===== config.mk =====
export PLATFORM = sky130hd
export DESIGN_NAME = lsu_rmw
export DESIGN_NICKNAME = d
export VERILOG_FILES = /design/src/rtl/lsu_rmw.sv
export SDC_FILE = /design/constraint.sdc
export NUM_CORES = 1
export LEC_CHECK = 0
export CAP_MARGIN = 20
export CORE_ASPECT_RATIO = 0.6
export CORE_MARGIN = 5
export CORE_UTILIZATION = 35
export DETAILED_ROUTE_END_ITERATION = 12
export GPL_ROUTABILITY_DRIVEN = 0
export PLACE_DENSITY_LB_ADDON = 0.08
export SLEW_MARGIN = 40
export SYNTH_ARGS = -nofsm -noshare
export SYNTH_HDL_FRONTEND = slang
export SYNTH_SLANG_ARGS = --single-unit

===== constraint.sdc =====
create_clock -name clk -period 7.4 [get_ports clk]
set_clock_uncertainty 0.15 [all_clocks]
set_input_delay 2.22 -clock clk [delete_from_list [all_inputs] [get_ports clk]]
set_output_delay 2.22 -clock clk [all_outputs]
set_load 0.1 [all_outputs]

===== src/rtl/lsu_rmw.sv =====
// RV32I load/store unit for a word-addressed memory without byte enables.
// Sub-word stores read the word, merge the new lane(s), and write it back.

module lsu_rmw_lane (
  input  logic [7:0] old_byte,
  input  logic [7:0] new_byte,
  input  logic       sel,
  output logic [7:0] merged
);
  assign merged = sel ? new_byte : old_byte;
endmodule

module lsu_rmw #(
  parameter int MEM_WORDS = 64
) (
  input  logic        clk,
  input  logic        reset,
  input  logic        start,
  input  logic        is_store,
  input  logic [2:0]  funct3,
  input  logic [31:0] addr,
  input  logic [31:0] store_data,
  output logic        busy,
  output logic        done,
  output logic        fault,
  output logic [31:0] load_data,
  output logic [31:0] mem_addr,
  output logic [31:0] mem_wdata,
  output logic        mem_write,
  output logic        mem_read,
  input  logic [31:0] mem_rdata
);
  localparam int NUM_LANES = 4;

  typedef enum logic [1:0] {IDLE, READ, WRITE, DONE} state_t;

  // Only the fields still needed after accept are kept.
  typedef struct packed {
    logic        is_store;
    logic [2:0]  funct3;
    logic [1:0]  off;
    logic [15:0] data;
  } req_t;

  state_t      state;
  req_t        req;
  logic        bad;
  logic [31:0] merged;
  logic [31:0] ext;
  logic [31:0] shifted;
  logic [15:0] half;

  // Decode faults from the live request so the accept edge can route it.
  always_comb begin
    bad = 1'b0;
    case (funct3[1:0])
      2'd0:    bad = 1'b0;
      2'd1:    bad = addr[0];
      2'd2:    bad = (addr[1:0] != 2'b00);
      default: bad = 1'b1;
    endcase
    if (funct3[2] && (is_store || funct3[1])) bad = 1'b1;
    if ({2'b00, addr[31:2]} >= 32'(MEM_WORDS)) bad = 1'b1;
  end

  for (genvar b = 0; b < NUM_LANES; b++) begin : g_lane
    localparam logic [1:0] LANE = 2'(b);
    logic       lane_sel;
    logic [7:0] lane_new;
    assign lane_sel = req.funct3[0] ? (req.off[1] == LANE[1]) : (req.off == LANE);
    assign lane_new = req.funct3[0] ? req.data[8*(b%2) +: 8] : req.data[7:0];
    lsu_rmw_lane u_lane (
      .old_byte (mem_rdata[8*b +: 8]),
      .new_byte (lane_new),
      .sel      (lane_sel),
      .merged   (merged[8*b +: 8])
    );
  end

  always_comb begin
    shifted = mem_rdata >> {req.off, 3'b000};
    half    = req.off[1] ? mem_rdata[31:16] : mem_rdata[15:0];
    case (req.funct3)
      3'd0:    ext = {{24{shifted[7]}}, shifted[7:0]};
      3'd1:    ext = {{16{half[15]}}, half};
      3'd4:    ext = {24'b0, shifted[7:0]};
      3'd5:    ext = {16'b0, half};
      default: ext = mem_rdata;
    endcase
  end

  always_ff @(posedge clk or posedge reset) begin
    if (reset) begin
      state     <= IDLE;
      req       <= '0;
      busy      <= 1'b0;
      done      <= 1'b0;
      fault     <= 1'b0;
      load_data <= '0;
      mem_addr  <= '0;
      mem_wdata <= '0;
      mem_write <= 1'b0;
      mem_read  <= 1'b0;
    end else begin
      done      <= 1'b0;
      fault     <= 1'b0;
      mem_read  <= 1'b0;
      mem_write <= 1'b0;
      mem_wdata <= '0;
      case (state)
        IDLE: if (start) begin
          req      <= '{is_store: is_store, funct3: funct3, off: addr[1:0], data: store_data[15:0]};
          mem_addr <= {2'b00, addr[31:2]};
          busy     <= 1'b1;
          if (bad) begin
            state <= DONE;
            done  <= 1'b1;
            fault <= 1'b1;
          end else if (is_store && funct3[1]) begin
            state     <= WRITE;
            mem_write <= 1'b1;
            mem_wdata <= store_data;
          end else begin
            state    <= READ;
            mem_read <= 1'b1;
          end
        end
        READ: begin
          if (req.is_store) begin
            state     <= WRITE;
            mem_write <= 1'b1;
            mem_wdata <= merged;
          end else begin
            state     <= DONE;
            done      <= 1'b1;
            load_data <= ext;
          end
        end
        WRITE: begin
          state <= DONE;
          done  <= 1'b1;
        end
        default: begin
          state <= IDLE;
          busy  <= 1'b0;
        end
      endcase
    end
  end
endmodule


==> results.toml <==
[setup_path]
cp-end-kind = "flip-flop"
required_ns = 7.58
crit_type = "input pin to flip-flop"
crit_slowest_cell = "buf_4"
crit_chain = "clkdlybuf4s50_1 -> and2_2 -> buf_4 -> nand2_1 -> nor4_4 -> buf_6 -> o2bb2ai_1"
crit_arrival_ns = 4.54
cp_slowest_stage_delay_ns = 0.56
worstPathMaxFanout = 72
critPathLaunchType = "input pin"

[clock_tree]
path_clk_slew_ns = 0.06
postCtsSetupBuffers = 0
clk_path_buf_depth = 2
ctsRootBufferMaster = "clkbuf_16"
cts_hold_buf = 0
h-tree-depth = 4
clk_latency_ns = 0.41
cts_resized = 0
cts_buffers = 17
cts.sinks = 123
cts_tree = "built"

[route]
vias_per_cell = 5.04
ant_nets = 0
wire_per_inst_microns = 18.9
drtPass1Iterations = 5
wl_microns = 19700
drt_iter0_drc = 507
drc = 0
vias = 5276

[run_status]
outcome = "finished, final reports clean"

[yosys]
yosysSeqAreaShare_pct = 52.8
synth.distinct_cells = 48
avgSynthCellArea_sq_um = 9.39
ys_ff_latch = 123
syn_area_sq_um = 5830
synth_cells = 621
synthArstFlopShare_pct = 100
yosysWarnings = 0
synth-edff-count = 0
yosys_most_used_dff = "dfrtp_1"

[global_route]
antenna_found_initial = 0
overflow = 0
grt_pass1_vias = 5139
track_usage_pct = 20.4
grt_pass1_wl_microns = 30500
grt_max_degree = 79

[sta]
tightestPinTransition_ns = 0.728
drv_slew = 0
setup_tns_ns = 0
max_freq_mhz = 230
setup_viol = 0
post-route-min-period_ns = 4.35
grt_setup_unrepaired = "no"
slew_headroom_pct = 51.3
min_period_over_period_pct = 58.8
hold_viol_final = 0

[placement]
numPortBuffers = 201
hpwlAfterDp_microns = 14900
placed_area_sq_um = 7510

[die]
die_h_microns = 110
fp.dieW_microns = 177
io_pins = 204
die_area_sq_um = 19400
initial_core_util_pct = 35.8
row_count = 36
core_sq_um = 16300

[finish]
multi_input_area_sq_um = 2540
final_util_pct = 50.1
final-seq-area_sq_um = 3080
drive_gt1_share_pct = 22.1
area_growth_pct = 40.1
fin_area_sq_um = 8170
fin_nets = 913
fill_cells = 1587

[job]
max-cap-violations = 0

[hold_path]
min-delay-path-class = "flip-flop to flip-flop"
[area by class of cell]
class | instances | share of cell area (%)
timing repair buffer | 209 | 19.3
multi-input combinational | 447 | 31.1
antenna | 1 | 0.0306
sequential | 123 | 37.7
inverter | 8 | 0.459
clock buffer | 18 | 5.25
clock inverter | 13 | 2.66
tap | 228 | 3.49
[cell families after synthesis]
group | share of synthesized area (%)
simple gates | 23.4
other cells | 0.0643
flops | 52.8
mux | 6.20
buf+inv | 3.86
fa+ha+maj | 0.858
compound gates | 12.8
[final timing paths]
kind                                              to                startpoint  slack, ns  cells after the start
setup / recovery             mem_wdata[22]$_DFF_PP0_                     start       3.05                      7
hold / removal              mem_addr[23]$_DFFE_PP0P_  mem_addr[23]$_DFFE_PP0P_       0.32                      2
setup reg to reg             mem_wdata[22]$_DFF_PP0_      state[1]$_DFFE_PP0N_       4.57                      8
hold reg to reg             mem_addr[23]$_DFFE_PP0P_  mem_addr[23]$_DFFE_PP0P_       0.32                      2
max in group asynchronous  load_data[25]$_DFFE_PP0P_                     reset       3.96                      3
min in group asynchronous   mem_addr[24]$_DFFE_PP0P_                     reset       2.15                      2
[worst max-delay path: cells and delay by family]
family / cells / cell delay [ns]
AOI/OAI and AO/OA: 1 / 0.12
buffers and inverters: 3 / 1.31
and+or+nand+nor: 3 / 0.86
[synth_stat cells (all sizes together) (2+ instances only)]
| cell type | number | area (sq um) |
|---|---|---|
| dfrtp | 123 | 3080 |
| o21ai | 16 | 83.8 |
| nand2b | 3 | 18.8 |
| and2 | 3 | 18.8 |
| a2111oi | 2 | 18.8 |
| a221oi | 2 | 17.5 |
| inv | 8 | 30.0 |
| ha | 4 | 50.1 |
| mux2i | 17 | 170 |
| a211oi | 6 | 45.0 |
| clkbuf | 32 | 120 |
| buf | 12 | 75.1 |
| a22o | 8 | 70.1 |
| a31o | 6 | 52.6 |
| o2bb2ai | 8 | 70.1 |
| nand2 | 196 | 736 |
| nor3 | 14 | 75.1 |
| nor4 | 9 | 120 |
| a21oi | 33 | 165 |
| mux2 | 15 | 169 |
| nor2b | 5 | 31.3 |
| nand3b | 8 | 60.1 |
| nand3 | 29 | 145 |
| a32o | 16 | 166 |
| nor2 | 32 | 120 |
[per-stage QoR]
stage               hold slack [ns]  std cells  setup WS [ns]
floorplan                     0.295        622           1.76
global placement              0.309       1013           2.49
detailed placement            0.307       1014           2.63
CTS                           0.322       1045           3.06
global route                  0.341       1046           2.87
finish                        0.317       1047           3.05
[per-layer routing]
| metal | up-vias | GRT usage, % | routed length, microns |
|---|---|---|---|
| met3 | 11 | 6.44 | 1640 |
| met1 | 2572 | 31.4 | 9750 |
| met4 | 0 | 4.14 | 153 |
| met5 | - | 0 | 0 |
| li1 | 2508 | - | - |
| met2 | 185 | 28.0 | 8200 |
[registers in the layout, indices dropped and copies added (netlist names)]
name	cells
busy	1
done	1
fault	1
g_lane.lane_new	8
load_data	32
mem_addr	30
mem_read	1
mem_wdata	32
mem_write	1
req	14
state	2
[cells in the final DEF, fill, tap and decap left out, drive strengths merged, types with 15 or more instances in the layout]
cell	instances
dfrtp	123
nand3	29
buf	107
nand2	196
nor2	32
a32o	16
clkbuf	18
clkdlybuf4s50	102
a21oi	33
mux2i	17
mux2	15
o21ai	16
Power is not shown: default switching activity piles up to over one toggle a cycle in this logic, so the estimate is an artifact.
